File: src/rtl/tetris_vga_renderer.sv
// tetris_vga_renderer: 640x480@60 VGA timing plus a bordered cell-grid view of the
// tetris playfield, snapshotted once per frame in vertical blank.
module tetris_vga_renderer #(
    parameter int H_ACTIVE = 640,
    parameter int H_FP     = 16,
    parameter int H_SYNC   = 96,
    parameter int H_BP     = 48,
    parameter int V_ACTIVE = 480,
    parameter int V_FP     = 10,
    parameter int V_SYNC   = 2,
    parameter int V_BP     = 33,
    parameter int CELL     = 16,
    parameter int GRID_X0  = 240,
    parameter int GRID_Y0  = 80,
    parameter int BORDER   = 4
) (
    input  logic             clk,
    input  logic             reset,
    input  logic [19:0][9:0] display_array,
    input  logic             gameover,
    output logic             hsync,
    output logic             vsync,
    output logic [3:0]       red,
    output logic [3:0]       green,
    output logic [3:0]       blue,
    output logic             frame_start
);
    localparam int CS = $clog2(CELL);
    localparam logic [9:0] H_LAST = 10'(H_ACTIVE + H_FP + H_SYNC + H_BP - 1);
    localparam logic [9:0] V_LAST = 10'(V_ACTIVE + V_FP + V_SYNC + V_BP - 1);
    localparam logic [9:0] HA = 10'(H_ACTIVE);
    localparam logic [9:0] VA = 10'(V_ACTIVE);
    localparam logic [9:0] HS0 = 10'(H_ACTIVE + H_FP);
    localparam logic [9:0] HS1 = 10'(H_ACTIVE + H_FP + H_SYNC);
    localparam logic [9:0] VS0 = 10'(V_ACTIVE + V_FP);
    localparam logic [9:0] VS1 = 10'(V_ACTIVE + V_FP + V_SYNC);
    localparam int GX1 = GRID_X0 + 10 * CELL;
    localparam int GY1 = GRID_Y0 + 20 * CELL;

    logic [9:0]   h_q, h_d, v_q, v_d;
    logic [199:0] grid_q;
    logic         go_q;
    logic [9:0]   p_h_q, p_v_q;
    logic         p_act_q, p_hs_q, p_vs_q, p_fs_q;
    logic         hs_q, vs_q, fs_q;
    logic [11:0]  rgb_q, rgb_d;
    logic [9:0]   dx, dy;
    logic [4:0]   srow;
    logic [3:0]   col;
    logic [7:0]   idx;
    logic         in_grid, in_band, grid_line;

    always_comb begin
        h_d = (h_q == H_LAST) ? '0 : h_q + 10'd1;
        v_d = (h_q != H_LAST) ? v_q : (v_q == V_LAST) ? '0 : v_q + 10'd1;
    end

    // Offsets are only meaningful once in_grid holds, so the subtraction never wraps in use.
    always_comb begin
        in_grid = int'(p_h_q) >= GRID_X0 && int'(p_h_q) < GX1 &&
                  int'(p_v_q) >= GRID_Y0 && int'(p_v_q) < GY1;
        in_band = int'(p_h_q) >= GRID_X0 - BORDER && int'(p_h_q) < GX1 + BORDER &&
                  int'(p_v_q) >= GRID_Y0 - BORDER && int'(p_v_q) < GY1 + BORDER;
        dx = p_h_q - 10'(GRID_X0);
        dy = p_v_q - 10'(GRID_Y0);
        col = 4'(dx >> CS);
        srow = 5'(dy >> CS);
        idx = 8'((5'd19 - srow) * 8'd10) + {4'd0, col};
        grid_line = dx[CS-1:0] == '0 || dy[CS-1:0] == '0;
        rgb_d = !p_act_q ? 12'h000 :
                in_grid ? (grid_line ? 12'h222 : grid_q[idx] ? 12'hFFF : 12'h000) :
                in_band ? (go_q ? 12'hF00 : 12'h888) : 12'h000;
    end

    always_ff @(posedge clk or posedge reset) begin
        if (reset) begin
            h_q     <= '0;
            v_q     <= '0;
            grid_q  <= '0;
            go_q    <= 1'b0;
            p_h_q   <= '0;
            p_v_q   <= '0;
            p_act_q <= 1'b0;
            p_hs_q  <= 1'b1;
            p_vs_q  <= 1'b1;
            p_fs_q  <= 1'b0;
            hs_q    <= 1'b1;
            vs_q    <= 1'b1;
            fs_q    <= 1'b0;
            rgb_q   <= '0;
        end else begin
            h_q <= h_d;
            v_q <= v_d;
            if (h_q == '0 && v_q == VA) begin
                grid_q <= display_array;
                go_q   <= gameover;
            end
            p_h_q   <= h_q;
            p_v_q   <= v_q;
            p_act_q <= h_q < HA && v_q < VA;
            p_hs_q  <= !(h_q >= HS0 && h_q < HS1);
            p_vs_q  <= !(v_q >= VS0 && v_q < VS1);
            p_fs_q  <= h_q == '0 && v_q == '0;
            hs_q    <= p_hs_q;
            vs_q    <= p_vs_q;
            fs_q    <= p_fs_q;
            rgb_q   <= rgb_d;
        end
    end

    assign hsync = hs_q;
    assign vsync = vs_q;
    assign frame_start = fs_q;
    assign red = rgb_q[11:8];
    assign green = rgb_q[7:4];
    assign blue = rgb_q[3:0];
endmodule
File: config.mk
export PLATFORM = sky130hd
export DESIGN_NAME = tetris_vga_renderer
export DESIGN_NICKNAME = d
export VERILOG_FILES = /design/src/rtl/tetris_vga_renderer.sv
export SDC_FILE = /design/constraint.sdc
export NUM_CORES = 1
export LEC_CHECK = 0
export ABC_AREA = 1
export CAP_MARGIN = 30
export CORE_MARGIN = 8
export CORE_UTILIZATION = 33
export CTS_CLUSTER_SIZE = 20
export DETAILED_ROUTE_END_ITERATION = 7
export PLACE_DENSITY = 0.65
export SYNTH_ARGS = -nofsm -noshare
export SYNTH_HDL_FRONTEND = slang
export SYNTH_SLANG_ARGS = --single-unit
File: constraint.sdc
create_clock -name clk -period 24.3 [get_ports clk]
set_input_delay 6.075 -clock clk [delete_from_list [all_inputs] [get_ports clk]]
set_output_delay 6.075 -clock clk [all_outputs]
set_load 0.05 [all_outputs]
* Word-level counts from Yosys, hierarchy flattened
Cells that the tools add are included.
Operators by class: add/sub/neg operators 6, multiply operators 1, order comparisons 15, eq/ne operators 4, multiplexer cells 10, reductions and logical operators 18
Operators by type and width (number):
- less-than comparator 10 x 9 -> 1 bit (second input constant) | 6
- two-way mux 12 bit | 5
- adder 10 x 1 -> 10 bit (second input constant) | 2
- == test 10 bit (second input constant) | 2
- greater-or-equal comparator 10 x 7 -> 1 bit (second input constant) | 2
- greater-or-equal comparator 10 x 8 -> 1 bit (second input constant) | 2
- zero test 10 bit | 2
- less-than comparator 10 bit (second input constant) | 2
- two-way mux 10 bit | 2
- logical AND 1 bit | 11
- two-way mux 11 bit | 1
- == test 10 x 9 -> 1 bit (second input constant) | 1
- greater-or-equal comparator 10 bit (second input constant) | 1
- greater-or-equal comparator 10 x 9 -> 1 bit (second input constant) | 1
- != test 10 bit (second input constant) | 1
- less-than comparator 8 x 9 -> 1 bit (second input constant) | 1
- subtractor 9 x 7 -> 9 bit (second input constant) | 1
- adder 8 x 4 -> 8 bit | 1
- binary-select mux 1 bit (select 8 bit) | 1
- zero test 4 bit | 2
- multiplier 8 x 3 -> 7 bit (second input constant) | 1
- subtractor 8 bit (second input constant) | 1
- subtractor 5 x 5 -> 6 bit (first input constant) | 1
- zero test 1 bit | 2
- other kinds (2) | 2
Word-level totals: bits in registers 260, input bits 203, output and inout bits 15, logic and storage cells 68

* Longest topological paths before layout
Gate-level depths: netlist of run 1.
depth in word-level cells 10, mapped depth 23, gate-level depth less buffers 23

* Worst setup path before layout of run 1
OpenSTA, ideal clock, no wires.
kind register -> output, from reg rgb_q[6] (netlist name), to out blue[2], arrival 923 ps, required time 18225 ps, slack 17302 ps, cell stages (with the launch flop) 2, buffers on the path 1, cells stage by stage dfrtp_1 > buf_4
RTL lines:
- end: declaration | RTL line 25 | output logic [3:0] blue,

* Final worst setup path of run 1
from reg hs_q, in the netlist hsync, to out hsync
RTL lines:
- start: declaration | RTL line 45 | logic hs_q, vs_q, fs_q;
- start signal: assignment | RTL line 104 | hs_q <= p_hs_q;
- end: declaration | RTL line 21 | output logic hsync,
No word-level cell between the ends.

==> summary.md, run 1 <==
| Metric | Value |
|---|---|
| Outcome | finished clean |
| Minimum clock period | a little under 8 ns |
| Crit path cell chain | clkdlybuf4s50_1 |
| IO buf count | ~220 |
| CORE AREA | around 38,000 sq um |
| CP bufs+invs | 1 |
| Synth Flop Type | dfrtp_1 |
| Worst Hold Class | reg -> reg |
| Worst Slack Setup Final | 16.35 ns |
| CP Launch Type | flip-flop |
| TritonCTS Buffers | 29 |
| Via density | 4.73 |
| DIE HEIGHT | 212 microns |
| Final Cycle Share | 32.7% |
| GRT Total Usage | 15.4% |
| Delay-heaviest family, CP | buffers and inverters |
| Die W | 212 microns |
| Area delta synth->final | 27.9% |
| Die area | 44,900 sq um |
| Maximum number of pins on one net before global-route repair | 105 |
| Row cnt | 71 |
| Critical path class | reg -> out |
| Dpl ws | roughly 16 ns |
| Ys async rst share | 100% |
| Max clock buf depth | 3 |
| Sink Count | 254 |
| Actual slew at the worst max-slew pin | between 0.9 and 1 ns |
| Initial antenna violation count | 1 |
| Final ANT Viol Nets | 0 |
| Congestion Overflow GR | 0 |
| Unique masters post-synth | 44 |
| DP Wirelength | 23,900 microns |
| Final-report max-slew violation count | 0 |
| PD cells | 61.0 nW/um^2 |
| Drt initial violations | 503 |
| Synth warn | 0 |
| Clk slew on worst S/H paths | 0.06 ns |
| Synth Instances | 1,268 |
| Post-Route WL | 35,000 microns |
| TritonCTS clock tree | done |
| Top cells by area, synth | dfrtp_1 49%, mux2_2 18%, nand2_1 6.5% |
| Count of final setup violators | 0 |
| # nets final | 1,688 |
| Relative slew slack | between 30 and 40% |
| Non-filler cells in the finished layout | ~2,000 |
| Seq/Total Area, Yosys | between 50% and 60% |
| R2r startpoint | p_h_q[4]$_DFF_PP0_ |
| Placed cell count | 1,939 |
| Post-CTS Setup Bufs | 0 |
| Post-CTS resize count | 0 |
| Initial Utilization | approximately a third |
| CP max FO | 1 |
| Leak | 0.00719 uW |
| Number of global-route vias before repair | 9,997 |
| Slowest CP cell | clkdlybuf4s50_1 |
| Drt pass-1 iters | 5 |
| Minimum hold slack | 0.363 ns |
| Clock latency on the worst-skew pair | 0.55 ns |
| CTS Hold Bufs | 0 |
| Worst Skew | slightly below 0.008 ns |
| Worst VDD drop | approximately 0.038 mV |
| Avg Cell Area, Syn | 9.98 sq um |
| Top-area cell type share of the netlist area | 49.4% |
| First-pass GRT wire length | 55,400 microns |
| Synthesized area | 12,700 sq um |
| Net count after synthesis | 1,494 |
| Unrepaired setup endpoints after global routing | no |
| H-tree levels | 1 |
| GPL Wtd Cong | 0.798 |
| Fin. Hold Viols | 0 |
| WP data required | 18.22 ns |
| Synth top cells by count | 250 x dfrtp_1, 219 x nand2_1, 201 x mux2_2 |
| CP peak stage delay | 0.80 ns |
| Fillers | 3,541 |
| WP data arrival | 1.88 ns |
| Number of top-level pins | approximately 220 |
| Worst Setup SP | hsync$_DFF_PP1_ |
| Setup TNS | 0 ns |
| Largest area contributor in the netlist | dfrtp_1 |
| Hold path start | p_hs_q$_DFF_PP1_ |
| Total number of vias | 9,448 |
| Wire per inst | 17.5 microns |
| FF+latch count, synth | 254 |
| Max_cap viols | 0 |
| Number of synthesized flops with an enable pin | 0 |
| Share of layout cells above drive strength 1 | 19.4% |
| Root buf cell | clkbuf_16 |
| DRC viols | 0 |
| Power, Total | between 900 and 1000 uW |
| Fmax | roughly 130 MHz |
| CP endpoint kind | output port |
| Most common cell in the netlist | dfrtp_1 |
[kinds of logic (layout without fill, tap and decap cells)]
logic type / Yosys count / count (layout) / share of synthesized area [%]
AND/OR/NAND/NOR: 510 / 510 / 17.1
other: 0 / 1 / 0
XOR/XNOR: 14 / 14 / 0.968
AO/OA/AOI/OAI: 90 / 90 / 3.92
buffers and inverters: 176 / 392 / 7.50
adder cells (fa/ha/maj): 23 / 23 / 2.39
flip-flops: 254 / 254 / 50.2
multiplexers: 201 / 201 / 17.9
[path summary, 6_finish.rpt]
path,endpoint,slack (ns),cells past startpoint
max reg2reg,rgb_q[5]$_DFF_PP0_,19.56,16
min reg2reg,hsync$_DFF_PP1_,0.36,0
min,hsync$_DFF_PP1_,0.36,0
max in group asynchronous,grid_q[152]$_DFFE_PP0P_,16.82,3
min in group asynchronous,grid_q[72]$_DFFE_PP0P_,6.07,2
max,hsync,16.35,1
[final cells by class]
type / count / area, sq um / share of cell area, %
timing repair buffer: 231 / 2370 / 14.6
clock buffer: 35 / 778 / 4.81
antenna: 1 / 2.50 / 0.0155
multi-input combinational: 838 / 5370 / 33.2
sequential: 254 / 6360 / 39.3
inverter: 108 / 415 / 2.57
tap: 511 / 639 / 3.95
clock inverter: 18 / 250 / 1.55
[report_power, final]
part | switching [uW] | internal (uW) | leakage (uW)
clock network | 177 | 291 | 0.000512
registers | 7.94 | 440 | 0.00304
logic | 25.6 | 45.0 | 0.00363
total | 211 | 776 | 0.00719
[through the flow]
step           cell area [sq um]  util (%)
2_1_floorplan              12700         -
3_5_place_dp               15100      39.9
3_3_place_gp               15000      39.8
6_report                   16200      42.9
4_1_cts                    16100      42.7
5_1_grt                    16200      42.9
[per-layer routing]
layer  up-vias  global-route usage, %  share of wire, %
met5         -                      0                 0
met4         0                   4.10               2.2
met3        56                   3.08               5.2
met2       219                   26.1                48
met1      4590                   19.9                45
li1       4583                      -                 -
[flip-flops by register name (all words and copies together) (netlist names), 6 cells and up]
signal  cells
grid_q    200
p_h_q      10
h_q        10
v_q        10
p_v_q      10
rgb_q       6
[cells in the final DEF, fill, tap and decap left out, types with 2 or more instances in the layout]
master	netlist	layout
o211ai_1	6	6
dfrtp_1	250	249
nand2_2	3	3
nand4_1	6	6
a21oi_1	13	13
xor2_1	8	8
inv_1	103	102
nand2_1	219	218
ha_1	21	20
a31oi_1	3	3
inv_2	4	4
mux2_2	201	201
o21ai_1	17	17
buf_16	0	4
nor3_1	13	13
clkbuf_16	0	29
nor3_2	3	3
dfstp_2	4	4
clkinv_2	0	9
inv_6	0	2
bufinv_16	0	6
buf_4	12	9
nor2_1	129	129
o21ai_0	42	42
xnor2_1	6	5
clkbuf_8	0	3
clkbuf_1	7	3
clkdlybuf4s50_1	0	217
nor4_1	5	5
nand3_1	127	127
(Power assumes the default switching activity.)
==> run 2, diff against run 1 <==
==> constraint.sdc (replaced) <==
create_clock -name clk -period 8.35 [get_ports clk]
set_input_delay 2.0875 -clock clk [delete_from_list [all_inputs] [get_ports clk]]
set_output_delay 2.0875 -clock clk [all_outputs]
set_load 0.05 [all_outputs]
==> run 2 against run 1 <==
  * Via count up 2.0%
  * Register-to-register slack worse by 16 ns
  * Total power rose to 2.8 times the previous value
  * Routed wire length up 2.0%
  * Highest routed layer is now met5
  * Critical endpoint is now rgb_q[7]$_DFF_PP0_
  * Largest power group is now sequential cells
  * Hold slack worse by 0.0049 ns
  * Final cell count down 0.45%
==> summary.md, run 2 (same netlist as run 1, synthesis figures left out) <==
| Metric | Value |
|---|---|
| Minimum hold slack | 0.358 ns (-0.00490 ns) |
| Area delta synth->final | 26.3% |
| CORE AREA | 37,800 sq um (unchanged) |
| FF-to-FF path depth | 14 (-2) |
| IO buf count | 217 (unchanged) |
| Worst VDD drop | 0.100 mV (+170%) |
| Delay-heaviest family, CP | adder cells |
| Hold path endpoint | frame_start$_DFF_PP0_ |
| Congestion Overflow GR | 0 (unchanged) |
| Relative slew slack | 25.6% (-13 points) |
| Non-filler cells in the finished layout | 1,987 (-0.45%) |
| First-pass GRT wire length | 56,300 microns (+1.6%) |
| Setup TNS | 0 ns (unchanged) |
| Fmax | between 200 and 250 MHz |
| Slowest CP cell | fa_2 |
| Total number of vias | 9,634 (+2.0%) |
| Max_cap viols | 0 (unchanged) |
| Final Cycle Share | 52.1% |
| GPL Wtd Cong | 0.849 (+6.4%) |
| Post-CTS Setup Bufs | 0 (unchanged) |
| Minimum clock period | 4.35 ns |
| Reg area | 6360 sq um (unchanged) |
| Initial Utilization | 33.5% (unchanged) |
| TritonCTS clock tree | done |
| CP bufs+invs | 2 (+1) |
| Number of top-level pins | 218 (unchanged) |
| WP data required | 8.82 ns (-9.40 ns) |
| Fillers | 3,565 (+0.68%) |
| Root buf cell | clkbuf_16 |
| DRC viols | 0 (unchanged) |
| Drt initial violations | 624 (+24%) |
| Clock latency on the worst-skew pair | 0.54 ns (about the same) |
| Critical path class | reg -> reg |
| CP max FO | 81 (+80) |
| Wire per inst | 18.0 microns (+2.5%) |
| Critical R2R Capture | rgb_q[7]$_DFF_PP0_ |
| Leak | 0.00706 uW (-1.7%) |
| Hold path start | p_fs_q$_DFF_PP0_ |
| Max clock buf depth | 3 (unchanged) |
| Count of final setup violators | 0 (unchanged) |
| DIE HEIGHT | 212 microns (unchanged) |
| Drt pass-1 iters | 5 (unchanged) |
| Row cnt | 71 (unchanged) |
| Multi-input gate area | 5370 sq um (unchanged) |
| Initial antenna violation count | 10 (+9) |
| CP Launch Type | flip-flop |
| Die area | 44,900 sq um (unchanged) |
| Maximum number of pins on one net before global-route repair | 199 (+90%) |
| Sink Count | 254 (unchanged) |
| Commonest cells after routing, fill and taps aside | 249 x dfrtp_1, 218 x nand2_1, 217 x clkdlybuf4s50_1 |
| Final ANT Viol Nets | 0 (unchanged) |
| Worst Hold Depth | 0 (unchanged) |
| Outcome | finished clean |
| Max reg flops | 200 (unchanged) |
| PD cells | 176 nW/um^2 (+190%) |
| Die W | 212 microns (unchanged) |
| Crit path cell chain | buf_4 -> ha_1 -> xnor2_1 -> fa_2 -> inv_2 -> nand3_1 -> nand3_1 -> nand3_1 -> nand3_1 -> nand3_1 -> nand3_1 -> nand2_1 -> nand2_2 -> a21oi_1 |
| CP dominant cell by count | nand3_1 |
| H-tree levels | 1 (unchanged) |
| Fin. Hold Viols | 0 (unchanged) |
| CTS Hold Bufs | 0 (unchanged) |
| Placed cell count | 1,935 (-0.21%) |
| Final-report max-slew violation count | 0 (unchanged) |
| WP data arrival | 4.81 ns (+2.93 ns) |
| CP endpoint kind | flip-flop |
| Worst Skew | 0.0112 ns (+0.00330 ns) |
| Post-Route WL | 35,700 microns (+2.0%) |
| Number of global-route vias before repair | 10,245 (+2.5%) |
| Largest Register | grid_q |
| # nets final | 1,680 (-0.47%) |
| Share of layout cells above drive strength 1 | 18.6% (-0.83 points) |
| R2r startpoint | p_h_q[4]$_DFF_PP0_ |
| DP Wirelength | 25,700 microns (+7.7%) |
| Actual slew at the worst max-slew pin | 1.12 ns (+0.200 ns) |
| Via density | 4.85 (+2.4%) |
| Clk slew on worst S/H paths | 0.06 ns (about the same) |
| CP peak stage delay | 0.97 ns (+0.17 ns) |
| Worst Hold Class | reg -> reg |
| Commonest non-fill, non-tap cell in the layout | dfrtp_1 |
| Post-CTS resize count | 0 (unchanged) |
| GRT Total Usage | 15.7% (+0.30 points) |
| Worst R2R Setup Slack | 4.00 ns (-15.56 ns) |
| Unrepaired setup endpoints after global routing | no |
| TritonCTS Buffers | 28 (-3.4%) |
==> run 2: cell types whose count changed in the layout (fill, tap and decap cells not counted), sizes merged <==
cell,delta
clkinv,-4
clkinvlp,+2
buf,-7
clkbuf,+5
bufinv,-2
inv,-3
==> run 2: metal layers <==
layer | up-vias | track usage, % | part of all wire [%]
met5 | - | 0 | 0.28
met3 | 65 | 4.05 | 7.1
li1 | 4573 | - | -
met1 | 4694 | 20.0 | 42
met4 | 16 | 3.64 | 2.0
met2 | 286 | 26.6 | 48
==> run 2: final cells by class <==
cell class,instances,area share (%)
clock buffer,40,4.99
timing repair buffer,224,14.0
sequential,254,39.8
tap,511,4.00
inverter,108,2.57
clock inverter,11,1.03
antenna,1,0.0157
multi-input combinational,838,33.6
==> run 2: per-stage QoR <==
step	setup slack, ns	power (uW)	area [sq um]	util [%]
2_1_floorplan	2.92	1400	12700	-
3_3_place_gp	4.11	1540	15000	39.8
3_5_place_dp	3.98	1540	15000	39.8
4_1_cts	3.97	2840	16000	42.3
5_1_grt	3.63	2910	16000	42.3
6_report	4.00	2810	16000	42.3
==> run 2: worst reg2reg max path: cells and delay by family (launching register included) <==
family	cells	cell delay [ns]
XOR/XNOR	1	0.12
AND/OR/NAND/NOR	8	0.91
buffers and inverters	2	1.15
flip-flops	1	0.62
adder cells (fa/ha/maj)	2	1.35
AO/OA/AOI/OAI	1	0.14
==> run 2: worst max-delay path by stage <==
stage / startpoint / cells after the start / endpoint
2_1_floorplan: reset / 1 / frame_start$_DFF_PP0_
3_3_place_gp: reset / 4 / grid_q[192]$_DFFE_PP0P_
3_5_place_dp: p_h_q[4]$_DFF_PP0_ / 14 / rgb_q[7]$_DFF_PP0_
4_1_cts: p_h_q[4]$_DFF_PP0_ / 14 / rgb_q[7]$_DFF_PP0_
5_1_grt: p_h_q[4]$_DFF_PP0_ / 14 / rgb_q[5]$_DFF_PP0_
6_report: p_h_q[4]$_DFF_PP0_ / 14 / rgb_q[7]$_DFF_PP0_
==> run 2: power breakdown <==
group	leakage, uW	internal, uW	switching [uW]
logic	0.00356	130	78.8
registers	0.00304	1280	25.6
clock network	0.000465	786	506
